$ cat config.mk
export PLATFORM = sky130hd
export DESIGN_NAME = spi_edge_sync
export DESIGN_NICKNAME = d
export VERILOG_FILES = /design/src/rtl/qspi_flash_model_spi_edge_sync.sv
export SDC_FILE = /design/constraint.sdc
export NUM_CORES = 1
export LEC_CHECK = 0
export CORE_AREA = 2 2 39 41
export DETAILED_ROUTE_END_ITERATION = 8
export DIE_AREA = 0 0 41 43
export PLACE_DENSITY_LB_ADDON = 0.05
export SLEW_MARGIN = 20
export SYNTH_ARGS = -nofsm -noshare
export SYNTH_HDL_FRONTEND = slang
export SYNTH_SLANG_ARGS = --single-unit
$ cat constraint.sdc
create_clock -name clk -period 1.6 [get_ports clk]
set_input_delay 0.32 -clock clk [delete_from_list [all_inputs] [get_ports clk]]
set_output_delay 0.32 -clock clk [all_outputs]
set_load 0.01 [all_outputs]
$ cat src/rtl/qspi_flash_model_spi_edge_sync.sv
// Brings sck and csn into the clk domain and produces single-clk edge pulses.
module spi_edge_sync (
    input  logic clk,
    input  logic rst,
    input  logic sck,
    input  logic csn,
    output logic sck_rise,
    output logic sck_fall,
    output logic cs_fall,
    output logic cs_rise,
    output logic csn_lvl
);

    logic [2:0] sck_sync_r;
    logic [2:0] csn_sync_r;

    // Two synchroniser stages plus one delay stage used for edge detection
    always_ff @(posedge clk or negedge rst) begin
        if (!rst) begin
            sck_sync_r <= 3'b000;
            csn_sync_r <= 3'b111;
        end else begin
            sck_sync_r <= {sck_sync_r[1:0], sck};
            csn_sync_r <= {csn_sync_r[1:0], csn};
        end
    end

    assign sck_rise = sck_sync_r[1] & ~sck_sync_r[2];
    assign sck_fall = ~sck_sync_r[1] & sck_sync_r[2];
    assign cs_fall  = ~csn_sync_r[1] & csn_sync_r[2];
    assign cs_rise  = csn_sync_r[1] & ~csn_sync_r[2];
    assign csn_lvl  = csn_sync_r[1];

endmodule

==> qor.yml <==
outcome: "finished, final reports clean"
drt-initial-drc-count: 0
path_clk_slew_ps: 50
muxShareOfSynthArea: 0
finalCritPeriodShare: 0.966
gp_congestion: 0.515
synth-xor-area-share: 0
cap_viol_max_count: 0
critPathMaxFanout: 2
cts_buffer_depth: 2
p_leak_nw: 0.143
grt_usage: 0.0506
final_antenna_net_count: 0
synth_adder_area_share: 0
cp-end-kind: "output pin"
vias: 119
clock_skew_ps: 2.78
antenna_found_initial: 0
crit_chain: "and2b_2 -> dlygate4sd2_1"
grt_overflow_total: 0
max_slew.worst_pin.slew_ps: 269
grt_pass1_vias: 135
fin_setup_tns_ps: 0
ys_types: 3
synth_seq_cells: 6
cp.required_ps: 1280
crit_type: "reg -> out"
synth_simple_gate_area_frac: 0.185
maxSlewHeadroom: 0.820
drv_slew: 0
cts_setup_buffers: 0
ctsHoldBuffers: 0
critPathLaunchType: "flip-flop"
firstDrtPassIters: 1
synthTopCellsByCount: "4 x and2b_2, 3 x dfrtp_1, 3 x dfstp_2"
synth.area.top_cells: "dfstp_2 42%, dfrtp_1 40%, and2b_2 19%"
synth_edf_count: 0
fmax_mhz: 647
synth_ff_type: "dfstp_2"
rows: 14
setup_violations: 0
die-height_microns: 43
yosysWarnings: 0
io_buffers: 8
cp.depth: 2
die-area_sq_mm: 0.00176
synth_compound_area_frac: 0
netlist_area_sq_um: 189
synth_area_per_cell_sq_um: 18.9
slowest_stage: "dfstp_2"
grt_max_degree: 7
grt_pass1_wl_microns: 503
cts_root_buf: "clkbuf_4"
slowest_delay_ps: 510
synth.most_common_cell: "and2b_2"
cts_tree: "yes"
synthesis.nets: 14
yosys.area.top_type: "dfstp_2"
synth_top_family_by_area: "simple AND/OR/NAND/NOR gates"
core_sq_mm: 0.00138
die_w_microns: 41
critPathArrivalTime_ps: 1230
worstPathBufferInverterCount: 1
wirelength_microns: 294
async_flop_share: 1.00
placed_area_sq_um: 289
final_nets: 27
io_pins: 9
drc: 0
diodes: 0
stdcell_area_sq_um: 310
start_util: 0.137
powerDensity_mw_per_mm2: 1100
viasPerCell: 3.13
clock-sinks: 6
cp_top_family: "flip-flops"
htreeDepth: 1
rsz0062_at_grt: "no"
r2r_cells: 0
syn_inst: 10
syn2layout_area_growth_pct: 64.2
layout-drive-gt1-share: 0.455
insertion_delay_ps: 240
wl_per_cell_microns: 7.74
fin_crit_ps: 1550
peakVddDrop_mv: 0.422
final-hold-violation-count: 0
cts-buffers-inserted: 3
min_path_type: "in -> async"
synth.top_cell.area_share: 0.417
seq_area_frac_synth: 0.815
## report_power, final
group	internal (mW)	switching (mW)	total, mW
clock network	0.0944	0.0532	0.148
logic	0.0171	0.0100	0.0271
registers	0.163	0.00323	0.166
total	0.274	0.0665	0.341
## cells by family (layout without fill, tap and decap cells)
kind of cell,count (synthesis),count (layout)
buffers and inverters,0,12
and+or+nand+nor,4,4
DFF,6,6
## cells in the final DEF (no fill, tap or decap), drive strengths merged
cell type      netlist  layout
dfstp                3       3
dlygate4sd2          0       4
and2b                4       4
clkbuf               0       4
clkdlybuf4s50        0       3
clkdlybuf4s15        0       1
dfrtp                3       3
## sequential cells by signal, indices dropped and copies added, names as in the netlist
name,cells
csn_sync_r,3
sck_sync_r,3
## through the flow
| step | power [mW] | instances | hold WS, ps | setup WS (ps) | util |
|---|---|---|---|---|---|
| finish | 0.341 | 38 | 317 | 53.9 | 0.224 |
| global placement | 0.200 | 34 | 333 | 74.1 | 0.209 |
| detailed placement | 0.201 | 34 | 336 | 69.3 | 0.209 |
| CTS | 0.350 | 38 | 321 | 3.45 | 0.223 |
| global route | 0.370 | 38 | 322 | 2.32 | 0.224 |
| floorplan | 0.177 | 10 | 24.4 | 498 | - |
## what timing repair did
action / CTS / global route
gates resized for setup: 5 / 1
cloned: 0 / 0
setup endpoints to repair: 5 / 1
## cell type report
type                       count  area (sq um)
tap                           16          20.0
fill                         146          1070
clock buffer                   4          26.3
sequential                     6           154
multi-input combinational      4          35.0
timing repair buffer           8          75.1
## worst paths after layout
path	start	end	slack [ps]
setup / recovery	csn_sync_r[2]$_DFF_PN1_	cs_rise	50
hold / removal	rst	sck_sync_r[1]$_DFF_PN0_	320
setup reg to reg	csn_sync_r[1]$_DFF_PN1_	csn_sync_r[2]$_DFF_PN1_	1010
hold reg to reg	sck_sync_r[0]$_DFF_PN0_	sck_sync_r[1]$_DFF_PN0_	340
max in group asynchronous	rst	csn_sync_r[1]$_DFF_PN1_	1010
min in group clk	sck_sync_r[0]$_DFF_PN0_	sck_sync_r[1]$_DFF_PN0_	340
## metal layers
layer,wire length [microns],track usage,up-vias
met2,121,0.0625,11
li1,-,-,53
met4,0,0.0200,0
met5,0,0,-
met1,108,0.0396,55
met3,64,0.0785,0
Power figures use the tool's default switching activity.
